==> src/rtl/sr_mutex_arbiter.sv <==
// sr_mutex_arbiter: round-robin mutex that shares one resource among N requesters.
// Ownership lives in SR-style grant flags: a grant sets the owner's flag, and a release or
// timeout clears it. If set and clear could coincide, clear wins.
//
// Ports:
//   clk            rising-edge clock
//   reset          asynchronous, active-low reset
//   req[N]         level requests, sampled only while idle
//   rel[N]         release strobes, only rel[owner] is honoured
//   gnt[N]         registered one-hot grant, zero when nobody owns the resource
//   gnt_id[IDW]    index of the current owner, keeps the last owner while idle
//   busy           high while a grant is held
//   timeout_pulse  one-cycle pulse when an owner is force-released
//   err_rel        one-cycle pulse, one cycle after a rel from a non-owner or while idle
module sr_mutex_arbiter #(
    parameter int unsigned N       = 4,
    parameter int unsigned TIMEOUT = 16
) (
    input  logic                 clk,
    input  logic                 reset,
    input  logic [N-1:0]         req,
    input  logic [N-1:0]         rel,
    output logic [N-1:0]         gnt,
    output logic [$clog2(N)-1:0] gnt_id,
    output logic                 busy,
    output logic                 timeout_pulse,
    output logic                 err_rel
);

    localparam int unsigned IDW = $clog2(N);
    localparam int unsigned CW  = (TIMEOUT > 1) ? $clog2(TIMEOUT) : 1;
    // With the timeout disabled, the counter is pinned at zero and never compared.
    localparam logic [CW-1:0] CNT_MAX = (TIMEOUT == 0) ? '0 : CW'(TIMEOUT - 1);
    localparam logic [N-1:0]  ONE     = {{(N - 1){1'b0}}, 1'b1};

    typedef enum logic [0:0] {StIdle, StHold} state_e;

    state_e          state;
    logic [CW-1:0]   cnt;
    logic [IDW-1:0]  last_owner;

    logic [IDW-1:0]  win;
    logic            found;
    logic            rel_owner;
    logic            timeout_hit;
    logic            err_cond;

    // Search starts just after the last owner, so the previous owner ranks lowest.
    always_comb begin : pick_blk
        int unsigned idx;
        idx   = 0;
        found = 1'b0;
        win   = '0;
        for (int unsigned i = 1; i <= N; i++) begin
            idx = (int'(last_owner) + i) % N;
            if (!found && req[idx]) begin
                found = 1'b1;
                win   = IDW'(idx);
            end
        end
    end

    always_comb begin
        rel_owner   = (state == StHold) && rel[gnt_id];
        timeout_hit = (TIMEOUT != 0) && (cnt == CNT_MAX);
        // gnt is one-hot while holding, so rel & ~gnt isolates every non-owner strobe.
        err_cond    = (state == StHold) ? |(rel & ~gnt) : |rel;
    end

    assign busy = |gnt;

    always_ff @(posedge clk or negedge reset) begin
        if (!reset) begin
            state         <= StIdle;
            cnt           <= '0;
            last_owner    <= IDW'(N - 1);
            gnt           <= '0;
            gnt_id        <= '0;
            timeout_pulse <= 1'b0;
            err_rel       <= 1'b0;
        end else begin
            timeout_pulse <= 1'b0;
            err_rel       <= err_cond;
            unique case (state)
                StIdle: begin
                    if (found) begin
                        gnt        <= ONE << win;
                        gnt_id     <= win;
                        last_owner <= win;
                        cnt        <= '0;
                        state      <= StHold;
                    end
                end
                StHold: begin
                    // A release takes precedence over a same-cycle timeout and suppresses the pulse.
                    if (rel_owner) begin
                        gnt   <= '0;
                        state <= StIdle;
                    end else if (timeout_hit) begin
                        gnt           <= '0;
                        timeout_pulse <= 1'b1;
                        state         <= StIdle;
                    end else if (cnt != CNT_MAX) begin
                        cnt <= cnt + 1'b1;
                    end
                end
                default: state <= StIdle;
            endcase
        end
    end

endmodule
==> config.mk <==
export PLATFORM = sky130hd
export DESIGN_NAME = sr_mutex_arbiter
export DESIGN_NICKNAME = d
export VERILOG_FILES = /design/src/rtl/sr_mutex_arbiter.sv
export SDC_FILE = /design/constraint.sdc
export NUM_CORES = 1
export LEC_CHECK = 0
export CORE_UTILIZATION = 35
export CTS_CLUSTER_DIAMETER = 150
export DETAILED_ROUTE_END_ITERATION = 7
export GPL_ROUTABILITY_DRIVEN = 0
export PLACE_DENSITY_LB_ADDON = 0.2
export SYNTH_ARGS = -nofsm -noshare
export SYNTH_HDL_FRONTEND = slang
export SYNTH_SLANG_ARGS = --single-unit
==> constraint.sdc <==
create_clock -name clk -period 1.59 [get_ports clk]
set_input_delay 0.477 -clock clk [delete_from_list [all_inputs] [get_ports clk]]
set_output_delay 0.477 -clock clk [all_outputs]
set_load 0.005 [all_outputs]
Word-level counts from Yosys, hierarchy flattened
Cells that the tools add are included.
{"block": "word_totals", "regBits": 15, "input_bits": 10, "out_inout_bits": 9, "word_cells": 76}
{"block": "op_classes", "n_addsub": 5, "order_cmp": 5, "n_eq_ne": 7, "n_shift": 1, "mux": 35, "bitwise": 3, "reduce_logical": 13}
{"op": "4-bit two-way mux", "n": 7}
{"op": "1-bit two-way mux", "n": 16}
{"op": "4-bit case mux with 2 select lines", "n": 2}
{"op": "2-bit by 3-bit less-than comparator with 1-bit output, second input constant", "n": 5}
{"op": "4-bit OR reduction", "n": 3}
{"op": "1-bit binary-select mux with 2-bit select", "n": 5}
{"op": "2-bit two-way mux", "n": 4}
{"op": "2-bit inequality test, second input constant", "n": 3}
{"op": "2-bit by 1-bit adder with 2-bit output, second input constant", "n": 2}
{"op": "2-bit adder, second input constant", "n": 2}
{"op": "4-bit by 1-bit adder with 4-bit output, second input constant", "n": 1}
{"op": "4-bit AND", "n": 1}
{"op": "4-bit == test, second input constant", "n": 1}
{"op": "1-bit logical AND", "n": 4}
{"op": "4-bit inequality test, second input constant", "n": 1}
{"op": "4-bit inverter", "n": 1}
{"op": "2-bit AND reduction", "n": 2}
{"op": "4-bit AND reduction", "n": 1}
{"op": "1-bit by 2-bit << shifter with 4-bit output, first input constant", "n": 1}
{"op": "1-bit logical NOT", "n": 3}
{"op": "3-bit by 1-bit inequality test with 1-bit output, second input constant", "n": 1}
{"op": "2-bit by 1-bit inequality test with 1-bit output, second input constant", "n": 1}
{"op": "1-bit case mux with 2 select lines", "n": 1}
{"op": "1-bit inverter", "n": 1}

Depth between registers and ports, before layout
Gate-level depths: netlist of the first run.
{"block": "depth", "depth_word": 16, "mapped_depth": 6, "mapped_depth_nobuf": 5}

Worst setup path after synthesis of the first run
No wires, ideal clock.
{"block": "synth_timing", "path_type": "input port to flip-flop", "from": "input rel[3]", "to": "register cnt[3]", "setup_ps": 127, "arrival_time_ps": 1688, "required_time_ps": 1463, "path_slack_ps": -224, "path_stages": 5, "path_buffers": 1, "path_cell_list": "mux4_2 -> or3b_1 -> buf_6 -> o211ai_2 -> o31ai_2"}
{"block": "synth_via", "elab_chain_cells": 5}
{"item": "start, declared", "line_no": "22", "text": "input logic [N-1:0] rel,"}
{"item": "1-bit binary-select mux with 2-bit select", "line_no": "64", "text": "rel_owner = (state == StHold) && rel[gnt_id];"}
{"item": "1-bit two-way mux (not written as such)", "line_no": "64"}
{"item": "1-bit logical AND", "line_no": "64"}
{"item": "2-bit inequality test (no line)"}
{"item": "4-bit AND reduction (no line)"}
{"item": "end signal, assigned", "line_no": "104", "text": "cnt <= cnt + 1'b1;"}
{"item": "end, declared", "line_no": "39", "text": "logic [CW-1:0] cnt;"}
Every way passes these cells. The select of a mux whose other input is x is not followed.
A chain may end at the register's enable or synchronous reset.

Final worst setup path of the first run
{"block": "layout_timing", "from": "register gnt[0]", "to": "output busy"}
{"block": "layout_via", "elab_chain_cells": 1}
{"item": "start, declared", "line_no": "23", "text": "output logic [N-1:0] gnt,"}
{"item": "start signal, assigned", "line_no": "87", "text": "gnt <= ONE << win;"}
{"item": "4-bit OR reduction", "line_no": "70", "text": "assign busy = |gnt;"}
{"item": "end, declared", "line_no": "25", "text": "output logic busy,"}
Every way passes these cells.

==> results.md, run 1 <==
- Status: finished with violations
- Failing checks: negative setup slack
- Iter 0 DRT Violations: 7
- Final worst-path cycle share: 112%
- Largest net degree at the start of global routing: 16
- VDD IR max: 0.000743 V
- Worst setup slack after layout: -0.192 ns
- Initial antenna violation count: 0
- Post-DP HPWL: 1.38 mm
- Area Growth Syn to Fin: 60.2%
- Leading area contributor after synthesis: dfrtp_1
- Ys flop type: dfrtp_1
- Worst Hold Class: input pin to asynchronous set/reset pin
- First-pass GRT wire length: 3.26 mm
- CP max-delay cell: or4_1
- Startpoint types: register
- Die X-Extent: 48.9 um
- Number of synthesized flops with an enable pin: 0
- Max Clock Skew: 0.000869 ns
- Worst setup EP type: primary output
- CP top delay family: simple AND/OR/NAND/NOR gates
- DP Worst Slack: -0.805 ns
- DIE AREA: 0.00239 mm^2
- Kind of critical path: register to primary output
- Synth async-reset ratio: 100%
- YS warnings: 0
- PortBufs: 18
- Share of cells above drive strength 1: 39.2%
- Crit path largest cell delay: 0.51 ns
- Clock Latency Late Sink: 0.27 ns
- Fin Hold WS: 0.510 ns
- Vias/cell: 5.03
- Antenna-violating nets left: 0
- Synth area leaders: dfrtp_1 (42%), dfstp_2 (6.8%), o21ai_0 (4.5%)
- Number of clock sinks: 15
- Commonest non-fill, non-tap cell in the layout: buf_4
- Fin. Hold Viols: 0
- Post-route DRC: 0
- Antenna Diode Count: 0
- Clock Root Buffer: clkbuf_4
- Max Buffers Root-to-Sink: 2
- Most frequent cells in the layout: buf_4 (25), dfrtp_1 (13), inv_1 (8), dlygate4sd2_1 (6), nor2_1 (5)
- Tot Pwr: 2.00 mW
- Clock slew at reported path FFs: 0.09 ns
- Worst Tran Pin Value: 0.280 ns
- Mean Syn Cell Area: 10.4 um^2
- GRT overflow: 0
- Number of buffers created by CTS: 3
- Slew Viols, Final: 0
- Register bit total from synthesis: 15
- PwrDens: 1620 mW/mm^2
- Top-area cell type share of the netlist area: 42.2%
- Row count: 16
- Routed wire length: 1.99 mm
- Post-synthesis cell type count: 32
- Via count: 740
- Crit path max fanout: 2
- Mapped Area: 771 um^2
- Min Tclk post-route: 1.78 ns
- WL per Instance: 13.5 um
- Core ar.: 0.00202 mm^2
- CTS tree: built
- Fill cell count: 177
- Mapped Nets: 85
- H-tree depth: 1
- CP arrival: 1.30 ns
- F_max: 561 MHz
- Drt pass-1 iters: 4
- Lkg Pwr: 0.604 nW
- GRT Util Overall: 17.9%
- Height of the die: 48.9 um
- Worst EP required: 1.11 ns
- Final setup fails: 8
- I/O Pins: 19
- Max-Cap Viols: 0
- # hold bufs at CTS: 0
- RSZ-0062 raised after global routing: yes
- Number of global-route vias before repair: 738
- Sequential fraction of the synthesis area: 49.0%
- WP buf/inv: 1
- Initial Util: 38.1%
- Worst path cell trace: or4_1 > buf_2
- Nets: 132
- Max-slew headroom: 81.3%
- Synth Instances: 74
cell type report:
cell class                 instances  area, um^2  share of cell area (%)
multi-input combinational         50         400                    32.4
sequential                        15         378                    30.6
timing repair buffer              43         367                    29.7
tap                               27        33.8                    2.74
inverter                           8        30.0                    2.43
clock buffer                       4        26.3                    2.13
synthesized netlist by cell type (all sizes together) (3+ instances only):
library cell / number
nand2: 3
nand3: 3
o21ai: 8
dfrtp: 13
inv: 8
nor2: 5
o211ai: 4
path summary, 6_finish.rpt:
kind / end / from / cells after the start / slack, ns
hold / removal: err_rel$_DFF_PN0_ / reset / 2 / 0.51
min in group clk: last_owner[1]$_DFFE_PN1P_ / last_owner[1]$_DFFE_PN1P_ / 2 / 0.54
setup / recovery: busy / gnt[0]$_DFFE_PN0P_ / 2 / -0.19
setup reg to reg: cnt[2]$_DFFE_PN0P_ / gnt_id[1]$_DFFE_PN0P_ / 4 / -0.14
hold reg to reg: last_owner[1]$_DFFE_PN1P_ / last_owner[1]$_DFFE_PN1P_ / 2 / 0.54
max in group asynchronous: last_owner[1]$_DFFE_PN1P_ / reset / 2 / 0.84
sequential cells by signal, indices dropped and copies added (netlist names):
register / cells
cnt: 4
err_rel: 1
gnt: 4
gnt_id: 2
last_owner: 2
state: 1
timeout_pulse: 1
routing by layer:
metal	global-route usage, %	part of all wire [%]
met1	21.6	47
met2	32.9	50
met3	1.87	1.7
met4	5.88	1.1
met5	0	0
cell families after synthesis:
group	synth area share (%)
mux	2.92
fa+ha+maj	1.62
simple gates	14.9
buf+inv	5.84
flops	49.0
compound gates	25.6
through the flow:
stage | setup TNS [ns] | utilization [%] | instance area, um^2 | std cells
after floorplan | -1.02 | - | 771 | 74
after global placement | -7.41 | 56.1 | 1130 | 139
after global routing | -1.31 | 61.1 | 1230 | 147
after CTS | -0.972 | 59.4 | 1200 | 146
after detailed placement | -8.19 | 56.1 | 1130 | 139
final | -0.809 | 61.1 | 1230 | 147
repair_timing:
action                                  CTS  global route
cloned                                    1             0
buffers inserted                          2             2
pin swaps                                 5             6
gates resized for setup                  29            11
endpoints found under the setup margin   18            15
power by group:
group          switching [mW]  internal, mW
Combinational           0.513         0.618
Sequential              0.103         0.545
Clock                   0.121        0.0971
Total                   0.736          1.26
worst reg2reg max path, cell delays in order (launching register included):
cell      delay (ns)
dfrtp_1         0.37
mux4_2          0.55
or3b_4          0.45
o211ai_2        0.16
o31ai_1         0.09
No activity file was read; power rests on OpenSTA's default activity.
==> run 2: changes to the inputs <==
GPL_TIMING_DRIVEN = 0   (was not set)
==> run 2 against run 1 <==
Against the previous run:
- the run still ends with negative setup slack left
- clock power about the same
- combinational power down 15%
- maximum frequency about the same
- cell count down 10%
==> results.md, run 2 (synthesis results as in run 1) <==
- Max Clock Skew: 0.000616 ns (-0.000253 ns)
- CTS tree: built
- Most frequent cells in the layout: dfrtp_1 (13), buf_4 (10), inv_1 (8), dlygate4sd2_1 (6)
- Status: finished with violations
- Reg area: 378 um^2 (unchanged)
- Initial Util: 38.1% (unchanged)
- Min Tclk post-route: 1.78 ns (+0.00136 ns)
- FF-to-FF path depth: 5 (+1)
- Met2 Use GR: 24.3% (-8.6 points)
- I/O Pins: 19 (unchanged)
- GRT overflow: 0 (unchanged)
- Clock Latency Late Sink: 0.28 ns (about the same)
- Number of buffers created by CTS: 3 (unchanged)
- Crit path max fanout: 5 (+3)
- Antenna-violating nets left: 0 (unchanged)
- Max-slew headroom: 52.8% (-28 points)
- Largest net degree at the start of global routing: 16 (unchanged)
- CP arrival: 1.95 ns (+0.65 ns)
- Final core utilization: 54.0% (-7.1 points)
- Height of the die: 48.9 um (unchanged)
- Setup tns final: -1.31 ns (-0.498 ns)
- Multi-input combinational cell area: 379 um^2 (-5.3%)
- Share of cells above drive strength 1: 28.6% (-11 points)
- Core ar.: 0.00202 mm^2 (unchanged)
- Reg-to-reg slack, setup: -0.19 ns (-0.05 ns)
- Worst setup slack after layout: -0.193 ns (-0.00136 ns)
- DP Area: 985 um^2 (-13%)
- Startpoint types: input pin
- Vias/cell: 5.18 (+2.9%)
- Number of clock sinks: 15 (unchanged)
- GRT Util Overall: 15.3% (-2.6 points)
- Area Growth Syn to Fin: 41.6%
- Final worst-path cycle share: 112% (about the same)
- Most crowded layer after global routing: met2
- Max Buffers Root-to-Sink: 2 (unchanged)
- F_max: 561 MHz (about the same)
- WL per Instance: 13.2 um (-2.3%)
- Clock Root Buffer: clkbuf_4
- Met1 usage: 20.4% (-1.2 points)
- Post-DP HPWL: 1.14 mm (-17%)
- H-tree depth: 1 (unchanged)
- Worst Hold Class: register to register
- Final setup fails: 9 (+1)
- First-pass GRT wire length: 2.81 mm (-14%)
- RR Startpoint: gnt_id[1]$_DFFE_PN0P_
- Post-route DRC: 0 (unchanged)
- Fin. Hold Viols: 0 (unchanged)
- Number of global-route vias before repair: 617 (-16%)
- Worst Tran Pin Value: 0.706 ns (+0.426 ns)
- PortBufs: 18 (unchanged)
- Nets: 117 (-11%)
- Reg-to-reg endpoint: cnt[3]$_DFFE_PN0P_
- Routed wire length: 1.75 mm (-12%)
- Clock slew at reported path FFs: 0.09 ns (about the same)
- Grt met3 use: 1.87% (unchanged)
- Lkg Pwr: 0.497 nW (-18%)
- Via count: 684 (-7.6%)
- Hold Crit Start: cnt[0]$_DFFE_PN0P_
- Worst Hold Depth: 1
- Failing checks: negative setup slack
- RSZ-0062 raised after global routing: yes
- Initial antenna violation count: 0 (unchanged)
- Final instance area: 0.00109 mm^2 (-12%)
- DIE AREA: 0.00239 mm^2 (unchanged)
- Kind of critical path: input pin to register
- Drt pass-1 iters: 4 (unchanged)
- Die X-Extent: 48.9 um (unchanged)
- Worst EP required: 1.76 ns (+0.65 ns)
- Worst setup EP type: register
- Slew Viols, Final: 0 (unchanged)
- Antenna Diode Count: 0 (unchanged)
- Row count: 16 (unchanged)
- Fill cell count: 198 (+12%)
- Iter 0 DRT Violations: 16 (+9)
- Max-Cap Viols: 0 (unchanged)
- Commonest non-fill, non-tap cell in the layout: dfrtp_1
- Leading registers by flop count: cnt: 4 flops, gnt: 4 flops
- PwrDens: 1710 mW/mm^2 (+5.6%)
- VDD IR max: 0.000652 V (-12%)
- Hold EP: cnt[0]$_DFFE_PN0P_
run 2: cell count changes in the layout (fill, tap and decap cells not counted), sizes merged:
cell	change
buf	-15
dlymetal6s2s	-4
clkdlybuf4s50	+3
clkbuf	+2
or3b	-1
run 2: final cells by class:
type                    instances  area share, %
flip-flops and latches         15           34.6
multi-input cells              49           34.7
well taps                      27           3.10
clock buffers                   4           2.41
inverters                       8           2.75
plain buffers                   1           1.03
repair buffers                 28           21.3
run 2: how the worst max path moves through the flow:
| stage | from | to | slack (ns) | cells after the start |
|---|---|---|---|---|
| finish | rel[3] | cnt[3]$_DFFE_PN0P_ | -0.19 | 6 |
| detailed placement | rel[3] | cnt[3]$_DFFE_PN0P_ | -0.70 | 6 |
| global route | gnt[0]$_DFFE_PN0P_ | busy | -0.24 | 2 |
| CTS | gnt_id[1]$_DFFE_PN0P_ | cnt[3]$_DFFE_PN0P_ | -0.23 | 5 |
| floorplan | rel[3] | cnt[3]$_DFFE_PN0P_ | -0.18 | 5 |
| global placement | rel[3] | cnt[3]$_DFFE_PN0P_ | -0.69 | 6 |
run 2: per-stage QoR:
stage | hold slack (ns) | std cells | power [mW] | setup WS (ns)
2_1_floorplan | 0.181 | 74 | 1.12 | -0.181
3_3_place_gp | 0.500 | 119 | 1.47 | -0.694
3_5_place_dp | 0.515 | 119 | 1.48 | -0.703
4_1_cts | 0.534 | 129 | 1.75 | -0.231
5_1_grt | 0.547 | 132 | 2.01 | -0.241
6_report | 0.519 | 132 | 1.86 | -0.193
run 2: power breakdown:
group | internal [mW] | switching [mW]
combinational | 0.530 | 0.433
sequential | 0.545 | 0.137
clock | 0.0973 | 0.120
total | 1.17 | 0.690
run 2: worst max-delay path, stage by stage:
cell	delay (ns)
clkdlybuf4s15_1	0.21
mux4_2	0.49
or3b_4	0.40
buf_6	0.15
o211ai_2	0.15
o31ai_2	0.08
run 2: metal layers:
metal | wire length (um) | share of wire [%]
met5 | 0 | 0
met4 | 27 | 1.5
met3 | 45 | 2.6
met2 | 805 | 46
met1 | 866 | 50
run 2: repair_timing:
| action | in CTS | in global routing |
|---|---|---|
| resized for setup | 22 | 13 |
| endpoints found under the setup margin | 20 | 16 |
| pin swaps | 3 | 5 |
| setup buffers | 6 | 3 |
| hold buffers | 0 | 0 |
| cloned | 1 | 0 |
==> run 3: changes to the inputs <==
--- a/constraint.sdc
+++ b/constraint.sdc
@@ -3,2 +3,2 @@
 set_output_delay 0.477 -clock clk [all_outputs]
-set_load 0.005 [all_outputs]
+set_load 0.01 [all_outputs]
==> run 3 against run 2 <==
Against the previous run:
- critical endpoint unchanged
- sequential power rose by 1%
- sequential share of layout area fell by 0.51 points
- critical path depth stayed put
- power increased by 1.6%
- sequential cell count unchanged
- first-iteration DRC count fell by 31%
- the flow still finishes with violations (negative setup slack)
- global-route usage fell by 0.33 points
- clock skew up 0.00086 ns
- clock-buffer cell count unchanged
- largest cell class unchanged
==> results.md, run 3 (synthesis results as in run 1) <==
- Status: finished with violations
- Failing checks: negative setup slack
- Grt met3 use: 1.87% (unchanged)
- CTS tree: built
- Max-Cap Viols: 0 (unchanged)
- Worst setup slack after layout: -0.232 ns (-0.0394 ns)
- Clock Root Buffer: clkbuf_4
- Fin. Hold Viols: 0 (unchanged)
- Met1 usage: 20.4% (unchanged)
- Final setup fails: 9 (unchanged)
- GRT Util Overall: 14.9% (-0.33 points)
- Min Tclk post-route: 1.82 ns (+0.0394 ns)
- Final worst-path cycle share: 115% (+2.5 points)
- Crit path max fanout: 5 (unchanged)
- Via count: 661 (-3.4%)
- Antenna Diode Count: 0 (unchanged)
- Iter 0 DRT Violations: 11 (-5)
- Worst Tran Pin Value: 0.698 ns (-0.00801 ns)
- H-tree depth: 1 (unchanged)
- Kind of critical path: input pin to register
- Nets: 114 (-2.6%)
- Number of clock sinks: 15 (unchanged)
- RSZ-0062 raised after global routing: yes
- Core ar.: 0.00202 mm^2 (unchanged)
- Area Growth Syn to Fin: 43.7%
- F_max: 549 MHz (-2.2%)
- DIE AREA: 0.00239 mm^2 (unchanged)
- # hold bufs at CTS: 0 (unchanged)
- Max Clock Skew: 0.00147 ns (+0.000856 ns)
- Worst Hold Depth: 1 (unchanged)
- GRT overflow: 0 (unchanged)
- Max Buffers Root-to-Sink: 2 (unchanged)
- Most frequent cells in the layout: dfrtp_1 (13), inv_1 (8), dlygate4sd2_1 (8), buf_4 (6), nor2_1 (5)
- Tot Pwr: 1.89 mW (+1.6%)
- PwrDens: 1710 mW/mm^2 (+0.13%)
- Hold Crit Start: cnt[3]$_DFFE_PN0P_
- FF-to-FF path depth: 5 (unchanged)
- Largest net degree at the start of global routing: 16 (unchanged)
- VDD IR max: 0.000717 V (+10%)
- Worst setup EP type: register
- Number of global-route vias before repair: 604 (-2.1%)
- Slew Viols, Final: 0 (unchanged)
- Vias/cell: 5.12 (-1.1%)
- Post-route DRC: 0 (unchanged)
- Row count: 16 (unchanged)
- Drt pass-1 iters: 4 (unchanged)
- Max-slew headroom: 53.3% (+0.54 points)
- Height of the die: 48.9 um (unchanged)
- I/O Pins: 19 (unchanged)
- Antenna-violating nets left: 0 (unchanged)
- Internal power: 1.16 mW (-0.90%)
- Leading registers by flop count: cnt: 4 flops, gnt: 4 flops
- Number of buffers created by CTS: 3 (unchanged)
- Clock Latency Late Sink: 0.27 ns (about the same)
- Worst EP required: 1.75 ns (about the same)
- Worst Hold Class: register to register
- Sw Ratio: 38.6% (+1.6 points)
- Routed wire length: 1.62 mm (-7.1%)
- Clock slew at reported path FFs: 0.09 ns (about the same)
- PortBufs: 18 (unchanged)
- Reg power frac: 36.5% (about the same)
- Met2 Use GR: 23.1% (-1.2 points)
- DP Worst Slack: -0.703 ns (unchanged)
- Initial antenna violation count: 0 (unchanged)
- Post-DP HPWL: 1.14 mm (unchanged)
- Clock power share: 11.3% (-0.4 points)
- Commonest non-fill, non-tap cell in the layout: dfrtp_1
- RR Startpoint: gnt_id[1]$_DFFE_PN0P_
- Logic pwr share: 52.2% (+0.5 points)
- First-pass GRT wire length: 2.75 mm (-2.0%)
- WL per Instance: 12.6 um (-4.9%)
- Net load switching power: 730 uW (+5.9%)
- Most crowded layer after global routing: met2
- Fill cell count: 195 (-1.5%)
- Setup crit start: rel[2]
- Share of cells above drive strength 1: 28.4% (-0.14 points)
- Initial Util: 38.1% (unchanged)
- Setup tns final: -1.49 ns (-0.180 ns)
- Startpoint types: input pin
- Die X-Extent: 48.9 um (unchanged)
- Lkg Pwr: 0.498 nW (+0.17%)
- CP arrival: 1.99 ns (+0.04 ns)
## run 3: cell count changes in the layout (fill, tap and decap cells not counted), sizes merged
cell | previous run | this run
dlygate4sd2 | 6 | 8
clkdlybuf4s50 | 5 | 4
dlymetal6s2s | 0 | 1
clkbuf | 6 | 4
buf | 12 | 9
## run 3: final timing paths
check,end,slack (ns)
max,cnt[3]$_DFFE_PN0P_,-0.23
min,cnt[3]$_DFFE_PN0P_,0.53
max reg2reg,cnt[3]$_DFFE_PN0P_,-0.21
min reg2reg,cnt[3]$_DFFE_PN0P_,0.53
max in group asynchronous,cnt[3]$_DFFE_PN0P_,0.53
min in group asynchronous,err_rel$_DFF_PN0_,0.61
## run 3: critical path, stage by stage
cell	delay [ns]
dlygate4sd2_1	0.26
mux4_2	0.47
or3b_4	0.41
buf_6	0.15
o211ai_2	0.15
o31ai_2	0.08
## run 3: routing by layer
layer  wire length [um]  up-vias
met5                  0        -
met4                 13        0
met3                 43        2
met2                725       15
met1                839      315
li1                   -      329
## run 3: what timing repair did
item	4_1_cts	5_1_grt
gates cloned	1	0
pin swaps	2	3
endpoints found under the hold margin	0	0
setup buffers	4	2
setup endpoints to repair	20	16
resized for setup	20	18
## run 3: power groups by stage
stage          sequential, mW  combinational [mW]  clock (mW)
2_1_floorplan           0.709               0.454           0
3_3_place_gp            0.703               0.813           0
3_5_place_dp            0.712               0.818           0
4_1_cts                 0.680               0.849       0.228
5_1_grt                 0.721                1.08       0.247
6_report                0.691               0.988       0.214
## run 3: stage by stage
step                std cells  hold WS [ns]  util, %  instance area [um^2]
floorplan                  74         0.181        -                   771
global placement          119         0.500     48.7                   985
detailed placement        119         0.515     48.7                   985
CTS                       127         0.534     51.1                  1030
global route              129         0.547     54.8                  1110
finish                    129         0.529     54.8                  1110
## run 3: final cells by class
class                      instances  area, um^2  share of cell area (%)
timing repair buffer              25         224                    20.2
multi-input combinational         49         404                    36.5
tap                               27        33.8                    3.05
buffer                             1        11.3                    1.02
clock buffer                       4        26.3                    2.37
sequential                        15         378                    34.1
inverter                           8        30.0                    2.71
